### src/rtl/mult_div_ctrl.sv
// mult_div_ctrl: iterative MIPS MULT/MULTU/DIV/DIVU sequencer and HI/LO owner. An op is busy for 33 cycles; MD_EARLY_OUT_EN ends MUL early.
// Backpressure: md_stall holds decode while busy and ID needs HI/LO or the unit. Starts, MTHI and MTLO issued while busy are ignored.
module mult_div_ctrl #(
    parameter int ITERS = 32
) (
    input  logic        clk,
    input  logic        rst,
    input  logic        md_start,
    input  logic [1:0]  md_op,
    input  logic [31:0] rs_data,
    input  logic [31:0] rt_data,
    input  logic        md_read,
    input  logic        hi_we,
    input  logic        lo_we,
    output logic        md_busy,
    output logic        md_stall,
    output logic [31:0] hi,
    output logic [31:0] lo
);

`ifdef MD_EARLY_OUT_EN
    localparam bit EARLY_OUT = 1'b1;
`else
    localparam bit EARLY_OUT = 1'b0;
`endif

    localparam int CW = $clog2(ITERS + 1);

    typedef enum logic [1:0] {S_IDLE, S_MUL, S_DIV, S_FIX} state_t;

    state_t      r_state;
    logic [CW-1:0] r_cnt;
    logic [63:0] r_prod;
    logic [63:0] r_mcand;
    logic [31:0] r_mplier;
    logic [31:0] r_rem;
    logic [31:0] r_quot;
    logic [31:0] r_dvsr;
    logic [31:0] r_rs_cap;
    logic        r_neg_q;
    logic        r_neg_r;
    logic        r_is_div;
    logic        r_div0;
    logic [31:0] r_hi;
    logic [31:0] r_lo;

    logic        w_signed;
    logic [31:0] w_abs_rs;
    logic [31:0] w_abs_rt;
    logic [63:0] w_mul_sum;
    logic [31:0] w_mplier_nxt;
    logic [32:0] w_shift;
    logic [32:0] w_trial;
    logic        w_fits;
    logic [63:0] w_prod_fix;

    // 0x80000000 negates to itself, which is its correct unsigned magnitude.
    assign w_signed     = ~md_op[0];
    assign w_abs_rs     = (w_signed && rs_data[31]) ? (~rs_data + 32'd1) : rs_data;
    assign w_abs_rt     = (w_signed && rt_data[31]) ? (~rt_data + 32'd1) : rt_data;
    assign w_mul_sum    = r_mplier[0] ? (r_prod + r_mcand) : r_prod;
    assign w_mplier_nxt = r_mplier >> 1;

    // rem < divisor keeps a successful trial below 2^32, so bit 32 flags a borrow.
    assign w_shift      = {r_rem, r_quot[31]};
    assign w_trial      = w_shift - {1'b0, r_dvsr};
    assign w_fits       = ~w_trial[32];
    assign w_prod_fix   = r_neg_q ? (~r_prod + 64'd1) : r_prod;

    assign md_busy  = (r_state != S_IDLE);
    assign md_stall = md_busy & (md_start | md_read | hi_we | lo_we);
    assign hi       = r_hi;
    assign lo       = r_lo;

    always_ff @(posedge clk or posedge rst) begin
        if (rst) begin
            r_state  <= S_IDLE;
            r_cnt    <= '0;
            r_prod   <= '0;
            r_mcand  <= '0;
            r_mplier <= '0;
            r_rem    <= '0;
            r_quot   <= '0;
            r_dvsr   <= '0;
            r_rs_cap <= '0;
            r_neg_q  <= 1'b0;
            r_neg_r  <= 1'b0;
            r_is_div <= 1'b0;
            r_div0   <= 1'b0;
            r_hi     <= '0;
            r_lo     <= '0;
        end else begin
            case (r_state)
                S_IDLE: begin
                    if (md_start) begin
                        r_neg_q  <= w_signed & (rs_data[31] ^ rt_data[31]);
                        r_neg_r  <= w_signed & rs_data[31];
                        r_is_div <= md_op[1];
                        r_div0   <= (rt_data == 32'd0);
                        r_rs_cap <= rs_data;
                        r_cnt    <= CW'(ITERS);
                        r_prod   <= '0;
                        r_mcand  <= {32'd0, w_abs_rs};
                        r_mplier <= w_abs_rt;
                        r_rem    <= '0;
                        r_quot   <= w_abs_rs;
                        r_dvsr   <= w_abs_rt;
                        if (md_op[1])
                            r_state <= S_DIV;
                        else if (EARLY_OUT && (w_abs_rt == 32'd0))
                            r_state <= S_FIX;
                        else
                            r_state <= S_MUL;
                    end else begin
                        if (hi_we) r_hi <= rs_data;
                        if (lo_we) r_lo <= rs_data;
                    end
                end
                S_MUL: begin
                    r_prod   <= w_mul_sum;
                    r_mcand  <= r_mcand << 1;
                    r_mplier <= w_mplier_nxt;
                    r_cnt    <= r_cnt - CW'(1);
                    if ((r_cnt == CW'(1)) || (EARLY_OUT && (w_mplier_nxt == 32'd0)))
                        r_state <= S_FIX;
                end
                S_DIV: begin
                    r_rem  <= w_fits ? w_trial[31:0] : w_shift[31:0];
                    r_quot <= {r_quot[30:0], w_fits};
                    r_cnt  <= r_cnt - CW'(1);
                    if (r_cnt == CW'(1))
                        r_state <= S_FIX;
                end
                S_FIX: begin
                    if (!r_is_div) begin
                        {r_hi, r_lo} <= w_prod_fix;
                    end else if (r_div0) begin
                        r_lo <= 32'hFFFF_FFFF;
                        r_hi <= r_rs_cap;
                    end else begin
                        r_lo <= r_neg_q ? (~r_quot + 32'd1) : r_quot;
                        r_hi <= r_neg_r ? (~r_rem + 32'd1) : r_rem;
                    end
                    r_state <= S_IDLE;
                end
                default: r_state <= S_IDLE;
            endcase
        end
    end

endmodule

### config.mk
export PLATFORM = sky130hd
export DESIGN_NAME = mult_div_ctrl
export DESIGN_NICKNAME = d
export VERILOG_FILES = /design/src/rtl/mult_div_ctrl.sv
export SDC_FILE = /design/constraint.sdc
export NUM_CORES = 1
export LEC_CHECK = 0
export ABC_AREA = 1
export CORE_ASPECT_RATIO = 0.8
export CORE_MARGIN = 3
export CORE_UTILIZATION = 25
export DETAILED_ROUTE_END_ITERATION = 10
export REMOVE_ABC_BUFFERS = 1
export SLEW_MARGIN = 20
export SYNTH_ARGS = -nofsm -noshare
export SYNTH_HDL_FRONTEND = slang
export SYNTH_SLANG_ARGS = --single-unit
### constraint.sdc
create_clock -name clk -period 12.87 [get_ports clk]
set_input_delay 2.574 -clock clk [delete_from_list [all_inputs] [get_ports clk]]
set_output_delay 2.574 -clock clk [all_outputs]
set_load 0.05 [all_outputs]
Word level (Yosys, flattened, before mapping)

Index checks and enable logic that the tools add are counted.

$add $sub $neg: 8
Eq/ne operators: 10
Muxes and demuxes: 33
Bitwise gates (word level): 14
Reduce and logical (&&, ||, !) cells: 18

Operator list:

| cell                                             | count |
|---|---|
| two-way mux 32 bit                               | 16 |
| one-hot mux 32 bit (2 select lines)              | 5 |
| two-way mux 64 bit                               | 4 |
| one-hot mux 64 bit (2 select lines)              | 2 |
| adder 32 x 1 -> 32 bit, second input constant    | 4 |
| NOT 32 bit                                       | 4 |
| adder 64 x 1 -> 64 bit, second input constant    | 1 |
| adder 64 bit                                     | 1 |
| NOT 64 bit                                       | 1 |
| subtractor 33 x 32 -> 33 bit                     | 1 |
| zero test 32 bit                                 | 1 |
| one-hot mux 6 bit (2 select lines)               | 1 |
| != test 2 bit, second input constant             | 5 |
| AND reduction 2 bit                              | 5 |
| nonzero test 2 bit                               | 5 |
| AND reduction 3 bit                              | 3 |
| == test 6 x 1 -> 1 bit, second input constant    | 1 |
| two-way mux 2 bit                                | 3 |
| two-way mux 6 bit                                | 1 |
| one-hot mux 2 bit (3 select lines)               | 1 |
| subtractor 6 x 1 -> 6 bit, second input constant | 1 |
| == test 2 bit, second input constant             | 2 |
| AND 1 bit                                        | 3 |
| OR 1 bit                                         | 3 |
| other kinds (7)                                  | 9 |

Flip-flop bits (word level): 364

Logic depth before layout (Yosys ltp)

Gate-level depths: netlist of the first run.

Word-level depth: 6
Mapped depth: 18

Worst setup path after synthesis of the first run

Ideal clock, no wire load.

Path kind: input -> output
Start point: in hi_we
End point: out md_stall
Arrival: 3.252 ns
Required time: 10.296 ns
Path slack: 7.044 ns
Cell stages on the path: 2
Path buffers: 0
Cell sequence: nor4_1 -> nor2_1

Longest elaborated chain between the ends: 3

Ends and longest elaborated chain:

| item                  | RTL line | text |
|---|---|---|
| from (decl)           | 13       | `input logic hi_we,` |
| OR 1 bit (2 in a row) | 71       | `assign md_stall = md_busy & (md_start \| md_read \| hi_we \| lo_we);` |
| AND 1 bit             | 71       |  |
| to (decl)             | 16       | `output logic md_stall,` |

No other way between the ends.

Worst setup path in the final report of the first run

Start point: in md_start
End point: out md_stall

Longest elaborated chain between the ends: 4

Ends and longest elaborated chain:

| item                  | RTL line | text |
|---|---|---|
| from (decl)           | 8        | `input logic md_start,` |
| OR 1 bit (3 in a row) | 71       |  |
| AND 1 bit             | 71       |  |

No other way between the ends.

==> results.py, run 1 <==
metrics = {
    "placement": {
        "place_ws_ns": 6.092,
        "dpl_cell_area_um2": 32040,
        "numPortBuffers": 137,
        "dp_hpwl_um": 102800,
        "placedCellCount": 6286,
        "place_congestion": 1.007,
    },
    "layout": {
        "regArea_um2": 9114,
        "postLayoutCellArea_um2": 33480,
        "multiInputGateArea_um2": 17320,
        "fillCellCount": 12790,
        "nets": 4987,
        "area_growth_pct": 15.32,
        "final_cells": 6365,
        "layout-drive-gt1-share_pct": 3.059,
    },
    "hold_path": {
        "hp-start": "r_mplier[26]$_DFFE_PP0P_",
        "timing.hold.worst_path_depth": 2,
        "hold_class": "flip-flop to flip-flop",
        "holdPathEnd": "r_mplier[26]$_DFFE_PP0P_",
    },
    "die": {
        "die_area_um2": 120300,
        "ios": 138,
        "die_y_um": 310.8,
        "core_area_um2": 114900,
        "initial_core_util_pct": 25.28,
        "die_w_um": 387.0,
        "rows": 111,
    },
    "global_route": {
        "grt_use_total_pct": 20.72,
        "grt_pass1_wl_um": 190900,
        "antenna_found_initial": 5,
        "grt_pass1_vias": 29010,
        "gr-total-overflow": 0,
        "grt_max_degree": 102,
    },
    "clock_network": {
        "clkLatencyLatePin_ns": 0.62,
        "cts-root-buf": "clkbuf_16",
        "htree_levels": 2,
        "cts_tree": "yes",
        "postCtsHoldBufs": 0,
        "cts.path.max_buffers": 3,
        "cts_buffers": 44,
        "cts_resized": 0,
        "clkTransAtPathRegs_ns": 0.05,
        "cts.sinks": 364,
        "post_cts_buffers": 0,
    },
    "synth": {
        "synth_seq_cells": 364,
        "yosysUniqueCellTypes": 45,
        "yosysTopAreaCellShare_pct": 31.37,
        "yosysWarnings": 0,
        "syn_area_um2": 29030,
        "synth_flop_cell": "dfrtp_1",
        "synthTopCellsByArea": "dfrtp_1, nand2_1, nor2_1",
        "ys_seq_area_share_pct": 31.37,
        "synth_common_cells": "nand2_1, nor2_1, inv_1",
        "syn_avg_cell_area_um2": 6.122,
        "yosys.area.top_type": "dfrtp_1",
        "synth_edf_count": 0,
        "async_flop_share_pct": 100.0,
        "syn_inst": 4742,
        "synth_most_common_cell": "nand2_1",
    },
    "routing": {
        "wl_met3_um": 14040,
        "wl_met1_um": 62850,
        "avgRoutedWirePerCell_um": 20.37,
        "wl_met2_um": 49400,
        "drc": 0,
        "drt-pass1-iter-count": 6,
        "routed_wl_um": 129700,
        "first_iter_violations": 3925,
        "viasPerCell": 5.063,
        "ant_nets": 0,
        "routed.top_layer": "met5",
        "vias": 32230,
    },
    "worst_setup_path": {
        "crit_path_start_kind": "primary input",
        "cp.required_ns": 10.30,
        "worstPathCellList": "clkdlybuf4s50_1, nor4_1, nor2_1, clkdlybuf4s50_1",
        "cpPeakStageDelay_ns": 0.72,
        "worstSetupPathType": "primary input to output pin",
        "path_buf_inv": 2,
        "cp_num_cells": 4,
        "crit_path_end_kind": "output pin",
        "cp_slowest_cell": "clkdlybuf4s50_1",
        "reg2reg_depth": 13,
        "critical_path.max_fanout": 3,
        "worstPathArrival_ns": 4.11,
        "reg2reg_to": "r_prod[4]$_DFFE_PP0P_",
        "critPathMostFrequentCell": "clkdlybuf4s50_1",
        "ff2ff_setup_slack_ns": 7.97,
        "r2r_start": "r_state[0]$_DFFE_PP0P_",
        "cp_top_family": "buffers and inverters",
    },
    "pwr": {
        "leakagePower_nw": 16.76,
        "p_total_mw": 8.538,
        "ir_worst_vdd_mv": 0.1524,
        "pwr_density_cell_nw_per_um2": 255.0,
    },
    "sta": {
        "finalMaxSlewViolations": 0,
        "hold_viol": 0,
        "post-route-min-period_ns": 6.685,
        "fin_crit_sh_pct": 51.94,
        "rsz0062_at_grt": "false",
        "relSlewSlack_pct": 21.36,
        "setup_viol": 0,
        "fin_ws_ns": 6.185,
        "worst_pin_slew_ns": 1.171,
        "fin_skew_ns": 0.03057,
        "fmax_ghz": 0.1496,
        "setup_tns_ns": 0,
    },
    "job": {
        "maxCapViolCount": 0,
    },
    "run_status": {
        "status": "completed",
    },
}
## how the worst max path moves through the flow
stage	startpoint	end	slack [ns]
5_1_grt	md_start	md_stall	6.08
3_5_place_dp	md_start	r_prod[4]$_DFFE_PP0P_	6.09
6_report	md_start	md_stall	6.18
3_3_place_gp	md_start	md_stall	6.15
2_1_floorplan	rst	hi[0]$_DFFE_PP0P_	0.19
4_1_cts	md_start	md_stall	6.17
## layer usage
layer,global-route usage (%),vias up
met5,0,-
met4,5.236,6
met3,5.131,177
met2,27.95,1530
met1,32.12,15080
li1,-,15430
## registers in the layout (all words and copies together) (netlist names), 2 cells and up
register / flops
r_state: 2
hi: 32
r_prod: 64
r_rs_cap: 32
r_rem: 32
r_mplier: 32
lo: 32
r_quot: 32
r_dvsr: 32
r_cnt: 6
r_mcand: 64
## stage by stage
stage	util, %	hold WS, ns
3_5_place_dp	27.90	0.4605
2_1_floorplan	-	0.4437
3_3_place_gp	27.90	0.4569
4_1_cts	29.14	0.4842
5_1_grt	29.15	0.5021
6_report	29.15	0.4814
## layout make-up
type | count | share of cell area (%)
Inverter | 546 | 6.147
Clock inverter | 18 | 0.5830
Tap cell | 1525 | 5.699
Sequential cell | 364 | 27.22
Timing Repair Buffer | 173 | 4.903
Multi-Input combinational cell | 3678 | 51.74
Clock buffer | 59 | 3.696
Antenna cell | 2 | 0.01495
## worst min-delay path: cells and delay by family (launching register included)
kind             cells  cell delay, ns
and+or+nand+nor      2            0.11
DFF                  1            0.34
## logic make-up (layout without fill, tap and decap cells)
| logic type | count (synthesis) | after routing | share of synthesized area [%] |
|---|---|---|---|
| xor gates and xnor gates | 67 | 67 | 2.021 |
| DFF | 364 | 364 | 31.37 |
| adders and majority gates | 108 | 108 | 4.706 |
| other | 0 | 2 | 0 |
| buffers and inverters | 700 | 796 | 9.171 |
| and+or+nand+nor | 2684 | 2684 | 37.58 |
| AOI/OAI and AO/OA | 819 | 819 | 15.15 |
## cell usage in the layout, fill, tap and decap left out, types with 4 or more instances in the layout
cell and count:
o21ai_0 343, nand4_1 37, nor2_1 653, clkdlybuf4s50_1 137
ha_1 104, inv_2 5, buf_4 36, nor3_1 33
o31ai_1 4, o21bai_1 12, clkinv_2 7, a21oi_1 336
o22ai_1 28, clkbuf_8 8, or2_2 14, nand2_1 1483
o211ai_1 37, clkbuf_16 44, nor2_2 6, xor2_1 58
o221ai_1 5, nand3b_1 25, o21ai_1 6, clkinvlp_4 4
nor4_1 4, inv_1 537, a31oi_1 20, a21o_1 5
o21a_1 9, xnor2_1 9, nand3_1 419, dfrtp_1 362
clkbuf_1 7
## report_power, final
| part | switching [mW] | total (mW) | internal, mW |
|---|---|---|---|
| combinational | 3.73 | 5.18 | 1.45 |
| sequential | 0.471 | 2.08 | 1.61 |
| clock | 0.562 | 1.28 | 0.719 |
No activity file was read; power rests on OpenSTA's default activity.
==> run 2, diff against run 1 <==
Clock period 12.87 ns to 5.45 ns, I/O delays scaled along.
==> run 2 against run 1 <==
  * Clock power increased to 2.6 times the previous value
  * Die area stayed put
  * Critical path depth is the same
  * Design area up 0.76%
  * Combinational power grew 140%
  * Register-to-register slack worse by 6.1 ns
  * Hold slack worse by 0.0053 ns
  * Utilization increased by 0.22 points
  * Flip-flop and latch count unchanged
  * Clock-buffer cell count increased by 6
  * Clock skew grew 0.0076 ns
  * Setup slack got worse by 4.4 ns
  * Largest power group unchanged
==> results.py, run 2 (synthesis results as in run 1) <==
metrics = {
    "placement": {
        "place_congestion": 1.008,
        "numPortBuffers": 137,
        "dpl_cell_area_um2": 32110,
        "dp_hpwl_um": 103300,
    },
    "global_route": {
        "grt_pass1_vias": 29180,
        "grt_pass1_wl_um": 194400,
        "gr-total-overflow": 0,
        "antenna_found_initial": 4,
        "grt_max_degree": 82,
        "grt_use_total_pct": 21.13,
    },
    "die": {
        "initial_core_util_pct": 25.28,
        "rows": 111,
        "die_area_um2": 120300,
        "die_y_um": 310.8,
        "ios": 138,
        "die_w_um": 387.0,
        "core_area_um2": 114900,
    },
    "routing": {
        "routed_wl_um": 131900,
        "viasPerCell": 5.093,
        "avgRoutedWirePerCell_um": 20.67,
        "ant_nets": 0,
        "first_iter_violations": 4120,
        "drt-pass1-iter-count": 6,
        "drc": 0,
        "vias": 32480,
    },
    "sta": {
        "relSlewSlack_pct": 24.67,
        "fin_crit_sh_pct": 68.04,
        "fin_skew_ns": 0.03814,
        "worst_pin_slew_ns": 1.121,
        "worst_hold_slack_ns": 0.4761,
        "hold_viol": 0,
        "fmax_ghz": 0.2697,
        "finalMaxSlewViolations": 0,
        "setup_viol": 0,
        "setup_tns_ns": 0,
        "rsz0062_at_grt": "false",
        "post-route-min-period_ns": 3.708,
    },
    "clock_network": {
        "cts_buffers": 46,
        "postCtsHoldBufs": 0,
        "cts.sinks": 364,
        "cts_resized": 0,
        "clkTransAtPathRegs_ns": 0.05,
        "cts-root-buf": "clkbuf_16",
        "htree_levels": 2,
        "cts.path.max_buffers": 3,
        "clkLatencyLatePin_ns": 0.63,
        "cts_tree": "yes",
        "post_cts_buffers": 0,
    },
    "worst_setup_path": {
        "ff2ff_setup_slack_ns": 1.91,
        "worst_setup_path_startpoint": "md_start",
        "crit_path_start_kind": "primary input",
        "cp_slowest_cell": "clkdlybuf4s50_1",
        "cp.required_ns": 4.36,
        "path_buf_inv": 2,
        "critical_path.max_fanout": 3,
        "crit_path_end_kind": "output pin",
        "worstSetupPathType": "primary input to output pin",
        "reg2reg_to": "lo[10]$_DFFE_PP0P_",
        "worstPathCellList": "clkdlybuf4s50_1, nor4_1, nor2_1, clkdlybuf4s50_1",
        "r2r_start": "r_state[0]$_DFFE_PP0P_",
        "reg2reg_depth": 9,
        "worstPathArrival_ns": 2.62,
        "critPathMostFrequentCell": "clkdlybuf4s50_1",
        "cp_top_family": "buffers and inverters",
        "cpPeakStageDelay_ns": 0.71,
    },
    "layout": {
        "nets": 4993,
        "layout-drive-gt1-share_pct": 3.319,
        "final_cell_mix": "nand2_1, nor2_1, inv_1",
        "multiInputGateArea_um2": 17320,
        "area_growth_pct": 16.20,
        "final_common_cell": "nand2_1",
        "postLayoutCellArea_um2": 33740,
        "fillCellCount": 12760,
        "largestRegisters": "r_mcand: 64 flops, r_prod: 64 flops",
        "regArea_um2": 9114,
    },
    "hold_path": {
        "hp-start": "r_mplier[29]$_DFFE_PP0P_",
        "holdPathEnd": "r_mplier[29]$_DFFE_PP0P_",
        "timing.hold.worst_path_depth": 2,
        "hold_class": "flip-flop to flip-flop",
    },
    "pwr": {
        "leakagePower_nw": 16.89,
        "p_total_mw": 20.73,
        "pwr_density_cell_nw_per_um2": 614.4,
        "ir_worst_vdd_mv": 0.4182,
    },
    "run_status": {
        "status": "completed",
    },
    "job": {
        "maxCapViolCount": 0,
    },
}
run 2: cell types whose count changed in the layout (fill, tap and decap cells not counted), moves of 3 or more:
cell,before,now
bufinv_16,2,5
clkinv_8,3,0
clkbuf_16,44,47
clkbuf_8,8,11
buf_12,0,3
run 2: cell type report:
class                           count  share of cell area, %
Antenna cell                        2                0.01484
Clock buffer                       65                  4.013
Clock inverter                     21                 0.7900
Inverter                          546                  6.097
Multi-Input combinational cell   3678                  51.35
Sequential cell                   364                  27.01
Tap cell                         1525                  5.656
Timing Repair Buffer              177                  5.066
run 2: worst max-delay path by stage:
| stage | end | slack, ns | cells after the start |
|---|---|---|---|
| after global routing | r_mcand[18]$_DFFE_PP0P_ | 1.65 | 13 |
| final | md_stall | 1.74 | 4 |
| after detailed placement | r_quot[22]$_DFFE_PP0P_ | 1.35 | 13 |
| after CTS | md_stall | 1.73 | 4 |
| after global placement | r_quot[22]$_DFFE_PP0P_ | 1.45 | 13 |
| after floorplan | hi[0]$_DFFE_PP0P_ | -5.74 | 1 |
run 2: metal layers:
| metal | up-vias | GRT usage, % | part of all wire (%) |
|---|---|---|---|
| met5 | - | 0 | 0.015 |
| met4 | 4 | 4.194 | 1.9 |
| met3 | 125 | 5.333 | 11 |
| met2 | 1538 | 28.45 | 38 |
| met1 | 15360 | 33.17 | 48 |
| li1 | 15450 | - | - |
run 2: worst min-delay path, stage by stage (launching register included):
cell	delay (ns)
dfrtp_1	0.33
nand2_1	0.05
nand2_1	0.06
run 2: stage by stage:
| stage | cells | util, % | setup slack (ns) |
|---|---|---|---|
| after floorplan | 4588 | - | -5.744 |
| after global placement | 6290 | 27.96 | 1.445 |
| after detailed placement | 6290 | 27.96 | 1.354 |
| after CTS | 6376 | 29.37 | 1.734 |
| after global routing | 6376 | 29.37 | 1.648 |
| final | 6378 | 29.37 | 1.742 |
run 2: power breakdown:
group / total [mW] / internal [mW] / leakage, nW / switching (mW)
Combinational: 12.3 / 3.43 / 11.6 / 8.92
Clock: 3.39 / 1.98 / 0.792 / 1.41
Sequential: 4.99 / 3.80 / 4.55 / 1.20
Total: 20.7 / 9.21 / 16.9 / 11.5
